[config.mk]
export PLATFORM = sky130hd
export DESIGN_NAME = fpu_issue_ctrl
export DESIGN_NICKNAME = d
export VERILOG_FILES = /design/src/rtl/fpu_issue_ctrl.sv
export SDC_FILE = /design/constraint.sdc
export NUM_CORES = 1
export LEC_CHECK = 0
export BUFFER_PORTS_ARGS = -buffer_cell sky130_fd_sc_hd__buf_2
export CORE_MARGIN = 10
export CORE_UTILIZATION = 45
export DETAILED_ROUTE_END_ITERATION = 6
export GPL_ROUTABILITY_DRIVEN = 0
export PLACE_DENSITY = 0.79
export SETUP_SLACK_MARGIN = 0.5
export SYNTH_ARGS = -nofsm -noshare
export SYNTH_HDL_FRONTEND = slang
export SYNTH_SLANG_ARGS = --single-unit
export TNS_END_PERCENT = 10
[constraint.sdc]
create_clock -name clk -period 2.7 [get_ports clk]
set_input_delay 0.27 -clock clk [delete_from_list [all_inputs] [get_ports clk]]
set_output_delay 0.27 -clock clk [all_outputs]
set_load 0.03 [all_outputs]
[src/rtl/fpu_issue_ctrl.sv]
// fpu_issue_ctrl
// Sequencing controller between decode and the FPU datapath / FP register file.
// Accepts one FP operation at a time. It resolves the rounding mode (a static rm,
// or the dynamic csr_frm when rm=111), pulses the FPU start, waits for the
// result with a timeout, and writes the result back to the FP RF. It keeps sticky
// fflags and reports an illegal rounding mode or an FPU timeout through err.
//
// Handshake: an op transfers on a rising clk edge when req_valid && req_ready.
// req_ready is high only in IDLE. After the transfer, req_valid is ignored until
// the controller is back in IDLE. The first IDLE cycle after done can accept the
// next op.
//
// Ports
//   clk, n_rst            clock, asynchronous active-low reset
//   req_*                 decoded FP op from decode (valid/ready handshake)
//   dload_ext             load data for FLW
//   csr_frm               dynamic rounding mode
//   fpu_start/op/rs1/rs2/frm  FPU issue (start is a one-cycle pulse)
//   fpu_ready/result/flags    FPU completion (sampled in WAIT only)
//   f_wen/f_rd/f_wdata    FP RF write port
//   done/err              completion pulse and status (00 ok, 01 bad rm, 10 timeout)
//   fflags_acc            sticky NV,DZ,OF,UF,NX
//   fflags_wr/wdata       CSR write of fflags
//   dbg_state             current FSM state (observation only)
module fpu_issue_ctrl #(
  parameter int TIMEOUT_CYCLES = 64
) (
  input  logic        clk,
  input  logic        n_rst,
  input  logic        req_valid,
  output logic        req_ready,
  input  logic [6:0]  req_funct7,
  input  logic [4:0]  req_rs1,
  input  logic [4:0]  req_rs2,
  input  logic [4:0]  req_rd,
  input  logic [2:0]  req_rm,
  input  logic        req_is_load,
  input  logic        req_is_store,
  input  logic [31:0] dload_ext,
  input  logic [2:0]  csr_frm,
  output logic        fpu_start,
  output logic [6:0]  fpu_op,
  output logic [4:0]  fpu_rs1,
  output logic [4:0]  fpu_rs2,
  output logic [2:0]  fpu_frm,
  input  logic        fpu_ready,
  input  logic [31:0] fpu_result,
  input  logic [4:0]  fpu_flags,
  output logic        f_wen,
  output logic [4:0]  f_rd,
  output logic [31:0] f_wdata,
  output logic        done,
  output logic [1:0]  err,
  output logic [4:0]  fflags_acc,
  input  logic        fflags_wr,
  input  logic [4:0]  fflags_wdata,
  output logic [2:0]  dbg_state
);

  typedef enum logic [2:0] {
    S_IDLE  = 3'd0,
    S_ISSUE = 3'd1,
    S_WAIT  = 3'd2,
    S_WB    = 3'd3,
    S_DONE  = 3'd4
  } state_t;

  localparam logic [7:0] TO_LAST = 8'(TIMEOUT_CYCLES - 1);

  localparam logic [1:0] ERR_OK      = 2'b00;
  localparam logic [1:0] ERR_BAD_RM  = 2'b01;
  localparam logic [1:0] ERR_TIMEOUT = 2'b10;

  state_t      r_state;
  logic [7:0]  r_cnt;
  logic        r_req_ready;
  logic        r_fpu_start;
  logic [6:0]  r_fpu_op;
  logic [4:0]  r_fpu_rs1;
  logic [4:0]  r_fpu_rs2;
  logic [2:0]  r_fpu_frm;
  logic [4:0]  r_rd;
  logic [4:0]  r_flags;
  logic        r_f_wen;
  logic [4:0]  r_f_rd;
  logic [31:0] r_f_wdata;
  logic        r_done;
  logic [1:0]  r_err;
  logic [4:0]  r_fflags_acc;

  logic [2:0]  w_rm_res;
  logic        w_rm_bad;
  logic [4:0]  w_wb_flags;

  // rm=111 selects the dynamic mode from fcsr. The encodings 101..111 are
  // reserved, so a dynamic frm of 111 is also illegal.
  assign w_rm_res   = (req_rm == 3'b111) ? csr_frm : req_rm;
  assign w_rm_bad   = (w_rm_res >= 3'b101);
  assign w_wb_flags = (r_state == S_WB) ? r_flags : 5'b0;

  always_ff @(posedge clk or negedge n_rst) begin
    if (!n_rst) begin
      r_state      <= S_IDLE;
      r_cnt        <= 8'd0;
      r_req_ready  <= 1'b1;
      r_fpu_start  <= 1'b0;
      r_fpu_op     <= 7'd0;
      r_fpu_rs1    <= 5'd0;
      r_fpu_rs2    <= 5'd0;
      r_fpu_frm    <= 3'd0;
      r_rd         <= 5'd0;
      r_flags      <= 5'd0;
      r_f_wen      <= 1'b0;
      r_f_rd       <= 5'd0;
      r_f_wdata    <= 32'd0;
      r_done       <= 1'b0;
      r_err        <= 2'b00;
      r_fflags_acc <= 5'd0;
    end else begin
      // The pulse outputs default low. Each transition raises the ones it needs,
      // so every pulse lasts exactly one state.
      r_fpu_start <= 1'b0;
      r_f_wen     <= 1'b0;
      r_f_rd      <= 5'd0;
      r_f_wdata   <= 32'd0;
      r_done      <= 1'b0;
      r_err       <= ERR_OK;

      // A CSR write and the WB accumulation in the same cycle both take effect.
      if (fflags_wr) begin
        r_fflags_acc <= fflags_wdata | w_wb_flags;
      end else begin
        r_fflags_acc <= r_fflags_acc | w_wb_flags;
      end

      case (r_state)
        S_IDLE: begin
          if (req_valid) begin
            r_req_ready <= 1'b0;
            r_fpu_op    <= req_funct7;
            r_fpu_rs1   <= req_rs1;
            r_fpu_rs2   <= req_rs2;
            r_fpu_frm   <= w_rm_res;
            r_rd        <= req_rd;
            r_flags     <= 5'd0;
            if (w_rm_bad) begin
              r_state <= S_DONE;
              r_done  <= 1'b1;
              r_err   <= ERR_BAD_RM;
            end else if (req_is_load) begin
              // A load writes the memory data directly and contributes no flags.
              r_state   <= S_WB;
              r_f_wen   <= 1'b1;
              r_f_rd    <= req_rd;
              r_f_wdata <= dload_ext;
              r_done    <= 1'b1;
            end else if (req_is_store) begin
              r_state <= S_DONE;
              r_done  <= 1'b1;
            end else begin
              r_state     <= S_ISSUE;
              r_fpu_start <= 1'b1;
            end
          end
        end

        S_ISSUE: begin
          r_state <= S_WAIT;
          r_cnt   <= 8'd0;
        end

        S_WAIT: begin
          if (fpu_ready) begin
            r_state   <= S_WB;
            r_flags   <= fpu_flags;
            r_f_wen   <= 1'b1;
            r_f_rd    <= r_rd;
            r_f_wdata <= fpu_result;
            r_done    <= 1'b1;
          end else if (r_cnt == TO_LAST) begin
            // Abort: no RF write and no flag update.
            r_state <= S_DONE;
            r_done  <= 1'b1;
            r_err   <= ERR_TIMEOUT;
          end else begin
            r_cnt <= r_cnt + 8'd1;
          end
        end

        S_WB: begin
          r_state     <= S_IDLE;
          r_req_ready <= 1'b1;
        end

        S_DONE: begin
          r_state     <= S_IDLE;
          r_req_ready <= 1'b1;
        end

        default: begin
          r_state     <= S_IDLE;
          r_req_ready <= 1'b1;
        end
      endcase
    end
  end

  assign req_ready  = r_req_ready;
  assign fpu_start  = r_fpu_start;
  assign fpu_op     = r_fpu_op;
  assign fpu_rs1    = r_fpu_rs1;
  assign fpu_rs2    = r_fpu_rs2;
  assign fpu_frm    = r_fpu_frm;
  assign f_wen      = r_f_wen;
  assign f_rd       = r_f_rd;
  assign f_wdata    = r_f_wdata;
  assign done       = r_done;
  assign err        = r_err;
  assign fflags_acc = r_fflags_acc;
  assign dbg_state  = r_state;

endmodule
* Word level (Yosys, flattened, before mapping)
Index checks and enable logic that the tools add are counted.
** Storage, ports and cells
- Bits in registers :: 89
- Bits of input ports :: 109
** Operators by class
- Add/sub/neg operators :: 1
- Order comparisons :: 1
- Equal/unequal tests :: 10
- Mux-type cells :: 50
- Bitwise operators :: 3
- Reductions and logical operators :: 9
** Operator list (number)
- 32-bit two-way mux :: 4
- 32-bit one-hot mux with 2 select lines :: 1
- 5-bit two-way mux :: 8
- 3-bit two-way mux :: 7
- 5-bit one-hot mux with 2 select lines :: 2
- 1-bit two-way mux :: 18
- 8-bit two-way mux :: 2
- 8-bit one-hot mux with 2 select lines :: 1
- 5-bit bitwise OR :: 2
- 3-bit one-hot mux with 3 select lines :: 1
- 8-bit by 1-bit adder with 8-bit output (second input constant) :: 1
- 8-bit by 6-bit equality test with 1-bit output (second input constant) :: 1
- 2-bit != test (second input constant) :: 4
- 3-bit by 2-bit equality test with 1-bit output (second input constant) :: 2
- 1-bit one-hot mux with 2 select lines :: 3
- 2-bit AND reduction :: 3
- 3-bit AND reduction :: 2
- 2-bit two-way mux :: 2
- 2-bit one-hot mux with 2 select lines :: 1
- 2-bit nonzero test :: 2
- 3-bit by 1-bit equality test with 1-bit output (second input constant) :: 1
- 3-bit equality test (second input constant) :: 1
- 3-bit greater-or-equal comparator (second input constant) :: 1
- 3-bit logical NOT :: 1
- 3 further kinds :: 3

* Depth between registers and ports, before layout
Gate-level depths: netlist of the first run.
- Depth after elaboration :: 6
- Mapped depth :: 8
- Depth with buffers taken out :: 5

* Worst setup path before layout of the first run
OpenSTA, ideal clock, no wires.
- Kind :: reg2reg
- Start point :: register r_state[2] (netlist: dbg_state[2])
- End point :: register r_cnt[6]
- Setup time :: 0.120 ns
- Arrival time :: 1.627 ns
- Path slack :: 0.953 ns
- Cell stages (with the launch flop) :: 6
- Path buffers :: 1
- Path through :: dfrtp_1 > buf_2 > or4b_4 > nor3_2 > mux2i_1 > nor2_1
** On the way
- Cells in the longest elaborated chain, start to end :: 3
- Elaborated cells between the ends (all ways) :: 7
- Classes of those cells :: eq/ne: 4; mux: 1; reduce/logical: 2
** Ends and longest elaborated chain
- start: declaration :: RTL line 74 : state_t r_state;
- start signal: assignment :: RTL line 103 : r_state <= S_IDLE;
- start signal: assignment :: RTL line 147 : r_state <= S_DONE;
- start signal: assignment :: RTL line 152 : r_state <= S_WB;
- 3-bit by 2-bit equality test with 1-bit output / 3-bit by 1-bit equality test with 1-bit output (equally long branches) :: RTL line 136 : case (r_state)
- 2-bit != test (no source line) / 2-bit nonzero test (equally long branches)
- 3-bit AND reduction (no source line)
- end signal: assignment :: RTL line 186 : r_cnt <= r_cnt + 8'd1;
- end: declaration :: RTL line 75 : logic [7:0] r_cnt;
Parallel ways exist; a longest one is shown, timed or not.
A chain may end at the register's enable or synchronous reset.

* Worst setup path after layout of the first run
- Start point :: register r_state[1] (netlist: dbg_state[1])
- End point :: register r_f_wdata[18] (netlist: f_wdata[18])
** On the way
- Cells in the longest elaborated chain, start to end :: 2
- Elaborated cells between the ends (all ways) :: 3
- Classes of those cells :: eq/ne: 1; mux: 1; reduce/logical: 1
** Ends and longest elaborated chain
- 3-bit by 2-bit equality test with 1-bit output / 3-bit logical NOT (equally long branches) :: RTL line 136
- 32-bit one-hot mux with 2 select lines * :: RTL line 136
- end signal: assignment :: RTL line 155 : r_f_wdata <= dload_ext;
- end signal: assignment :: RTL line 178 : r_f_wdata <= fpu_result;
- end: declaration :: RTL line 86 : logic [31:0] r_f_wdata;
Mark *: on every way between the ends. The rest lies on a longest branch, timed or not.

==> results of run 1 <==
-- sequential cells by signal, summed over array words and instances, names as in the netlist, 2 cells and up --
register / count
r_flags: 5
fpu_rs1: 5
fpu_frm: 3
fflags_acc: 5
f_rd: 5
fpu_rs2: 5
dbg_state: 3
f_wdata: 32
r_cnt: 8
r_rd: 5
err: 2
fpu_op: 7
-- layer usage --
| metal | vias up | global-route usage | share of wire |
|---|---|---|---|
| met5 | - | 0 | 0 |
| met4 | 0 | 0.0530 | 0.0081 |
| met3 | 4 | 0.0538 | 0.10 |
| met2 | 125 | 0.291 | 0.49 |
| met1 | 1428 | 0.203 | 0.40 |
| li1 | 1468 | - | - |
-- per-stage QoR --
step	worst slack, ns	instances	util	total power [W]
after floorplan	0.953	321	-	0.00339
after global placement	0.729	588	0.589	0.00398
after detailed placement	0.645	588	0.589	0.00404
after CTS	0.613	605	0.619	0.00508
after global routing	0.689	605	0.619	0.00533
final	0.840	605	0.619	0.00502
-- logic make-up (layout without fill, tap and decap cells) --
kind of cell | Yosys count | after routing | share of synthesized area
adder cells (fa/ha/maj) | 1 | 1 | 0.00347
flip-flops | 89 | 89 | 0.619
buffers and inverters | 20 | 202 | 0.0316
multiplexers | 4 | 4 | 0.0111
XOR/XNOR | 1 | 1 | 0.00243
AND/OR/NAND/NOR | 134 | 134 | 0.180
AO/OA/AOI/OAI | 72 | 72 | 0.152
-- cell type report --
class / instances / area, sq um
Clock buffer: 10 / 138
Multi-Input combinational cell: 212 / 1260
Timing Repair Buffer: 186 / 966
Fill cell: 664 / 2960
Clock inverter: 6 / 90.1
Tap cell: 102 / 128
Sequential cell: 89 / 2230
-- worst max-delay path: stages (launching register included) --
cell     delay [ns]
dfrtp_1        0.59
nor3b_2        0.27
and2_2         0.48
buf_4          0.28
a22o_1         0.17
-- how the worst max path moves through the flow --
stage | from | to | slack, ns | cells after the start
floorplan | dbg_state[2] | r_cnt[6] | 0.95 | 5
global placement | dbg_state[0] | r_flags[1] | 0.73 | 4
detailed placement | dbg_state[0] | r_flags[1] | 0.65 | 4
CTS | dbg_state[0] | r_flags[1] | 0.61 | 4
global route | dbg_state[1] | f_wdata[18] | 0.69 | 4
finish | dbg_state[1] | f_wdata[18] | 0.84 | 4
-- power by group through the flow --
stage                     clock network, W  logic (W)  registers (W)
after floorplan                          0   0.000758        0.00263
after global placement                   0    0.00198        0.00200
after detailed placement                 0    0.00203        0.00201
after CTS                          0.00106    0.00203        0.00199
after global routing               0.00112    0.00217        0.00204
final                              0.00103    0.00200        0.00199
-- cells in the final DEF, fill, tap and decap left out, types with 2 or more instances in the layout --
| master | instances |
|---|---|
| nor2b_1 | 7 |
| a21oi_1 | 2 |
| o21ai_1 | 11 |
| o21bai_1 | 2 |
| bufinv_16 | 2 |
| nand3_1 | 3 |
| dfrtp_1 | 88 |
| buf_2 | 178 |
| a221o_1 | 5 |
| clkbuf_8 | 10 |
| nor3_1 | 3 |
| nor2_1 | 7 |
| nor3_2 | 2 |
| or2_2 | 2 |
| clkinv_2 | 2 |
| nand2_1 | 93 |
| mux2i_1 | 4 |
| buf_4 | 6 |
| o21ai_0 | 9 |
| a22o_1 | 37 |
-- what timing repair did --
| action | in CTS | in global routing |
|---|---|---|
| hold buffers | 1 | 0 |
| endpoints found under the hold margin | 43 | 0 |
| gates resized for setup | 0 | 1 |
| buffers inserted | 0 | 0 |
| endpoints found under the setup margin | 0 | 19 |
==> impl_summary.log, run 1 <==
INFO  metric setup.worst_path.end_class = flip-flop
INFO  metric antenna_cells_inserted = 0
INFO  metric share_seq_of_total_power = 0.396
INFO  metric max_clock_freq = between 500 and 600 MHz
INFO  metric setup_violations = 0
INFO  metric slew_viol_final = 0
INFO  metric netlist-cell-type-count = 44
INFO  metric power.share.switching = 0.410
INFO  metric yosys_most_used_dff = dfrtp_1
INFO  metric share_of_layout_cells_above_drive_strength_1 = 0.425
INFO  metric synthesis.area = 0.00360 sq mm
INFO  metric synthesis.area_per_instance = 11.2 sq um
INFO  metric final-hold-violation-count = 0
INFO  metric worstHoldPathCells = 3
INFO  metric synthesized_netlist_net_count = 431
INFO  metric clock_latency_of_the_later_clocked_register_in_the_worst_skew_pair = roughly 0.35 ns
INFO  metric worstRegToRegCells = 4
INFO  metric grt_antenna_before_repair = 0
INFO  metric crit_fanout = 24
INFO  metric first_pass_grt_wire_length = between 15,000 and 20,000 microns
INFO  metric synth-edff-count = 0
INFO  metric cts_tree = yes
INFO  metric reported_net_switching_power = slightly above 0.002 W
INFO  metric place.port_buffers = around 180
INFO  metric global_route.overflow_total = 0
INFO  metric number_of_buffers_between_clock_root_and_the_deepest_sink = 2
INFO  metric fin_skew = around 0.013 ns
INFO  metric area_growth = 33.6%
INFO  metric maxSlewHeadroom = 0.584
INFO  metric synth.top_cell.area_share = 0.612
INFO  metric comb_power_share = 0.399
INFO  metric critical_path_required = 2.98 ns
INFO  metric worstHoldPathType = input pin to flip-flop
INFO  metric ir_worst_vdd = between 0.0004 and 0.0005 V
INFO  metric synth_top_cell_by_area = dfrtp_1
INFO  metric ys_ff_latch = roughly 90
INFO  metric synth_sequential_area_ratio = 0.619
INFO  metric async_reset_ff_frac = 1.00
INFO  metric worstHoldEndpoint = fpu_rs2[3]
INFO  metric core_region_area = around 0.0078 sq mm
INFO  metric final_cell_area = 0.00481 sq mm
INFO  metric drc_errors = 0
INFO  metric power.density = between 1000 and 1500 mW/mm^2
INFO  metric cp_data_arrival_time = 2.14 ns
INFO  metric clkTransAtPathRegs = approximately 0.09 ns
INFO  metric worstMarginPinSlew = around 0.62 ns
INFO  metric worst-r2r-setup-slack = around 0.84 ns
INFO  metric die-area = between 0.01 and 0.015 sq mm
INFO  metric placement.cell_area = approximately 0.0046 sq mm
INFO  metric hold_path_startpoint = req_rs2[3]
INFO  metric dieHeight = roughly 110 microns
INFO  metric period_minus_slack = approximately 1.9 ns
INFO  metric design.final.nets = 608
INFO  metric initial_utilization = 0.464
INFO  metric post_drt_via_cell_ratio = roughly 5.0
INFO  metric clock_tree.root_cell = clkbuf_8
INFO  metric wirelength = around 11,000 microns
INFO  metric worstSetupPathType = flip-flop to flip-flop
INFO  metric critical_path.reg2reg.endpoint = f_wdata[18]
INFO  metric grt_start_max_net_pins = 46
INFO  metric io-pin-count = 180
INFO  metric rsz0062_at_grt = no
INFO  metric setup-tns-final = 0 ns
INFO  metric clock_sinks = 89
INFO  metric r2r-start = dbg_state[1]
INFO  metric drt_iter0_drc = 238
INFO  metric timing.max_cap.violations = 0
INFO  metric groute.usage.overall = 0.171
INFO  metric detailedPlacementHpwl = 8210 microns
INFO  metric chipWidth = between 100 and 150 microns
INFO  metric std_cell_rows = 32
INFO  metric detail-route-antenna-nets = 0
INFO  metric synthMostInstantiatedCell = nand2_1
INFO  metric grt_pass1_vias = just over 3,000
INFO  metric synthesis.yosys.warnings = 0
INFO  metric internal = 0.00296 W
INFO  metric vias = 3,025
INFO  metric synth_top_cells_by_count = 93 x nand2_1, 88 x dfrtp_1, 37 x a22o_1
INFO  metric cts_inserted_buffers = 9
INFO  metric htree_levels = 3
INFO  metric drt_pass1_iterations = 4
INFO  metric detail_route.wl_per_cell = 17.5 microns
INFO  metric clkPwrFrac = 0.205
INFO  metric gate_count_post_synth = roughly 320
INFO  metric period_share = 0.689
INFO  metric total_leakage_power = ~2.6 nW
INFO  metric fin_worst_hold_slack = about 0.10 ns
INFO  metric worstSetupStartpointType = flip-flop
INFO  metric synth_top_cells_by_area = dfrtp_1 61%, nand2_1 9.7%, a22o_1 9.0%
INFO  metric run_status = finished, final reports clean
Note: power is estimated with default switching activity, not from simulation.
==> run 2: changes to the inputs <==
- ABC_AREA: not set -> 1
- CORE_UTILIZATION: 45 -> 41
- PLACE_DENSITY: 0.79 -> 0.75
- clock period: 2.7 -> 1.7 ns (I/O delays scaled with it)
==> run 2 against run 1 <==
Sequential power grew 51%; register-to-register slack worse by 0.60 ns; clock power increased by 44%; critical path type unchanged.
==> impl_summary.log, run 2 <==
INFO  metric run_status = finished, final reports clean (unchanged)
INFO  metric path_common_cell = nand2_2
INFO  metric timing.max_cap.violations = 0 (unchanged)
INFO  metric synth_top_cells_by_area = dfrtp_1 60%, nand2_1 21%, o21ai_0 3.1% (was dfrtp_1 61%, nand2_1 9.7%, a22o_1 9.0%)
INFO  metric largest_family_of_logic_cells_by_synthesized_area = simple AND/OR/NAND/NOR gates (unchanged)
INFO  metric worstMarginPinSlew = 0.536 ns (was 0.624 ns)
INFO  metric cts_inserted_buffers = 9 (unchanged)
INFO  metric final-hold-violation-count = 0 (unchanged)
INFO  metric worst-r2r-setup-slack = 0.24 ns (was 0.84 ns)
INFO  metric power.total = 0.00794 W (was 0.00502 W)
INFO  metric fillerInstances = 735 (was 664)
INFO  metric crit_fanout = 7 (was 24)
INFO  metric std_cell_rows = 34 (was 32)
INFO  metric critical_path.reg2reg.endpoint = r_cnt[5] (was f_wdata[18])
INFO  metric worstHoldPathType = input pin to flip-flop (unchanged)
INFO  metric mostFrequentLayoutCells = 195 x nand2_1, 178 x buf_2, 86 x dfrtp_1 (was 178 x buf_2, 93 x nand2_1, 88 x dfrtp_1)
INFO  metric synthesis.area_per_instance = 8.71 sq um (was 11.2 sq um)
INFO  metric synthesis.yosys.warnings = 0 (unchanged)
INFO  metric worstSetupPathType = flip-flop to flip-flop (unchanged)
INFO  metric antenna_cells_inserted = 0 (unchanged)
INFO  metric maxSlewHeadroom = 0.643 (was 0.584)
INFO  metric cp-startpoint = r_cnt[0] (was dbg_state[1])
INFO  metric drt_iter0_drc = 316 (was 238)
INFO  metric synth-compound-area-share = 0.0552 (was 0.152)
INFO  metric grt_antenna_before_repair = 0 (unchanged)
INFO  metric critical_path_required = 1.98 ns (was 2.98 ns)
INFO  metric r2r-start = r_cnt[0] (was dbg_state[1])
INFO  metric gate_count_post_synth = 424 (was 321)
INFO  metric setup-tns-final = 0 ns (unchanged)
INFO  metric clock_tree.root_cell = clkbuf_8 (unchanged)
INFO  metric most_common_library_cell_in_the_layout_ignoring_fill_and_taps = nand2_1 (was buf_2)
INFO  metric detail_route.wl_per_cell = 15.6 microns (was 17.5 microns)
INFO  metric max_stage_delay = 0.39 ns (was 0.59 ns)
INFO  metric async_reset_ff_frac = 1.00 (unchanged)
INFO  metric worstSetupStartpointType = flip-flop (unchanged)
INFO  metric cp_num_buf_inv = 2 (was 1)
INFO  metric crit_path_cell_trace = ha_2 -> nand2_2 -> inv_2 -> nand2_2 -> inv_2 -> nand4_1 -> nand2_2 -> nand2_1 -> o21ai_1 (was nor3b_2 -> and2_2 -> buf_4 -> a22o_1)
INFO  metric clkPwrFrac = 0.186 (was 0.205)
INFO  metric number_of_buffers_between_clock_root_and_the_deepest_sink = 2 (unchanged)
INFO  metric area_growth = 50.1% (was 33.6%)
INFO  metric fin_skew = 0.0123 ns (was 0.0128 ns)
INFO  metric power.density = 1430 mW/mm^2 (was 1040 mW/mm^2)
INFO  metric design.final.nets = 774 (was 608)
INFO  metric ir_worst_vdd = 0.000780 V (was 0.000459 V)
INFO  metric slew_viol_final = 0 (unchanged)
INFO  metric synth_simple_gate_area_frac = 0.278 (was 0.180)
INFO  metric groute.usage.overall = 0.178 (was 0.171)
INFO  metric core_region_area = 0.00876 sq mm (was 0.00777 sq mm)
INFO  metric vias = 3,693 (was 3,025)
INFO  metric synth_top_cell_by_area = dfrtp_1 (unchanged)
INFO  metric max_clock_freq = 687 MHz (was 538 MHz)
INFO  metric synthesized_netlist_net_count = 534 (was 431)
INFO  metric clkTransAtPathRegs = 0.09 ns (about the same)
INFO  metric synth_top_cells_by_count = 207 x nand2_1, 88 x dfrtp_1, 30 x inv_1 (was 93 x nand2_1, 88 x dfrtp_1, 37 x a22o_1)
INFO  metric die-area = 0.0132 sq mm (was 0.0120 sq mm)
INFO  metric grt_pass1_vias = 3,869 (was 3,113)
INFO  metric clock_latency_of_the_later_clocked_register_in_the_worst_skew_pair = 0.35 ns (about the same)
INFO  metric yosys_most_used_dff = dfrtp_1 (unchanged)
INFO  metric synth_sequential_area_ratio = 0.603 (was 0.619)
INFO  metric detail-route-antenna-nets = 0 (unchanged)
INFO  metric rsz0062_at_grt = yes (was no)
INFO  metric hold_path_startpoint = dload_ext[26] (was req_rs2[3])
INFO  metric cp_data_arrival_time = 1.73 ns (was 2.14 ns)
INFO  metric sequential_cell_area = 0.00223 sq mm (about the same)
INFO  metric worstSetupEndpoint = r_cnt[5] (was f_wdata[18])
INFO  metric netlist-cell-type-count = 28 (was 44)
INFO  metric wirelength = 12,100 microns (was 10,600 microns)
INFO  metric synthMostInstantiatedCell = nand2_1 (unchanged)
INFO  metric period_minus_slack = 1.46 ns (was 1.86 ns)
INFO  metric first_pass_grt_wire_length = 19,000 microns (was 16,200 microns)
INFO  metric grt_start_max_net_pins = 40 (was 46)
INFO  metric internal = 0.00453 W (was 0.00296 W)
INFO  metric reported_net_switching_power = 0.00341 W (was 0.00206 W)
INFO  metric cts_tree = yes (unchanged)
INFO  metric io-pin-count = 180 (unchanged)
INFO  metric multi_input_comb_area = 0.00130 sq mm (was 0.00126 sq mm)
INFO  metric setup_violations = 0 (unchanged)
INFO  metric detailedPlacementHpwl = 8270 microns (was 8210 microns)
INFO  metric share_of_layout_cells_above_drive_strength_1 = 0.386 (was 0.425)
INFO  metric synth.top_cell.area_share = 0.596 (was 0.612)
INFO  metric path_delay_family = simple AND/OR/NAND/NOR gates (unchanged)
INFO  metric synthesis.area = 0.00369 sq mm (was 0.00360 sq mm)
INFO  metric post_drt_via_cell_ratio = 4.75 (was 5.00)
INFO  metric critPathSlowestCell = dfrtp_1 (unchanged)
INFO  metric fin_worst_hold_slack = 0.0138 ns (was 0.104 ns)
INFO  metric comb_power_share = 0.435 (was 0.399)
INFO  metric initial_utilization = 0.422 (was 0.464)
INFO  metric total_leakage_power = 3.22 nW (was 2.63 nW)
INFO  metric ys_ff_latch = 89 (unchanged)
INFO  metric place.port_buffers = 179 (unchanged)
INFO  metric power.share.switching = 0.429 (was 0.410)
INFO  metric largest_register_ffs = 32 (unchanged)
INFO  metric drt_pass1_iterations = 4 (unchanged)
INFO  metric share_seq_of_total_power = 0.379 (was 0.396)
INFO  metric global_route.overflow_total = 0 (unchanged)
INFO  metric htree_levels = 3 (unchanged)
INFO  metric critical_path_depth = 9 (was 4)
INFO  metric period_share = 0.856 (was 0.689)
INFO  metric dieHeight = 115 microns (was 109 microns)
INFO  metric xor_and_xnor_area_share_after_synthesis = 0 (was 0.00243)
INFO  metric chipWidth = 115 microns (was 109 microns)
INFO  metric synth-edff-count = 0 (unchanged)
INFO  metric worstRegToRegCells = 9 (was 4)
INFO  metric setup.worst_path.end_class = flip-flop (unchanged)
INFO  metric synth_mux_area_frac = 0 (was 0.0111)
INFO  metric clock_sinks = 89 (unchanged)
INFO  metric synth-adder-area-share = 0.00339 (was 0.00347)
INFO  metric drc_errors = 0 (unchanged)
[run 2: changes by cell type in the layout (fill, tap and decap cells not counted), sizes merged, moves of 3 or more]
cell,delta
nor2b,-7
mux2i,-4
nand4,+3
buf,+20
inv,+37
o221ai,+5
nand2,+120
nand3,+16
a22o,-37
nor3,-6
a221o,-5
nor2,+6
dlygate4sd3,+33
o21ai,+5
[run 2: final cells by class]
type | count | share of cell area
Tap cell | 108 | 0.0244
Clock inverter | 7 | 0.0138
Clock buffer | 9 | 0.0223
Inverter | 34 | 0.0257
Multi-Input combinational cell | 288 | 0.235
Sequential cell | 89 | 0.402
Timing Repair Buffer | 239 | 0.269
Timing Repair inverter | 3 | 0.00812
[run 2: cell families (layout without fill, tap and decap cells)]
kind of cell,Yosys count,after routing
AOI/OAI and AO/OA,36,36
adders and majority gates,1,1
buffers and inverters,48,292
DFF,89,89
and+or+nand+nor,250,251
[run 2: worst min-delay path by stage]
stage	end	slack, ns	cells after the start
6_report	f_wdata[26]	0.01	3
5_1_grt	f_wdata[2]	0.001	3
4_1_cts	f_wdata[20]	0.0004	3
3_5_place_dp	f_wdata[26]	0.19	1
3_3_place_gp	f_wdata[8]	0.18	1
2_1_floorplan	dbg_state[0]	-0.13	0
[run 2: worst register-to-register path, delay by kind of cell, from the launching register on]
kind            cells  cell delay, ns
fa+ha+maj           1            0.20
buf+inv             2            0.14
simple gates        5            0.60
compound gates      1            0.06
flops               1            0.39
[run 2: through the flow]
| step | instances | setup slack [ns] | area [sq um] | utilization |
|---|---|---|---|---|
| floorplan | 424 | 0.265 | 3700 | - |
| global placement | 706 | 0.166 | 4730 | 0.540 |
| detailed placement | 706 | 0.118 | 4730 | 0.540 |
| CTS | 772 | 0.303 | 5480 | 0.625 |
| global route | 777 | 0.138 | 5550 | 0.633 |
| finish | 777 | 0.245 | 5550 | 0.633 |
[run 2: power groups by stage]
stage          combinational [W]  sequential, W  clock (W)
5_1_grt                  0.00376        0.00308    0.00160
2_1_floorplan            0.00110        0.00401          0
3_5_place_dp             0.00308        0.00304          0
6_report                 0.00345        0.00301    0.00148
4_1_cts                  0.00339        0.00301    0.00152
3_3_place_gp             0.00302        0.00302          0
[run 2: routing by layer]
metal  up-vias  global-route usage  part of all wire
li1       1795                   -                 -
met1      1690               0.197              0.38
met2       173               0.297              0.50
met3        35              0.0583             0.083
met4         0              0.0941             0.039
met5         -                   0                 0
[run 2: timing repair]
action,4_1_cts,5_1_grt
pin swaps,7,10
gates cloned,4,1
hold endpoints to repair,59,1
buffers inserted,13,3
resized for setup,19,12
endpoints found under the setup margin,83,93
hold buffers,33,1
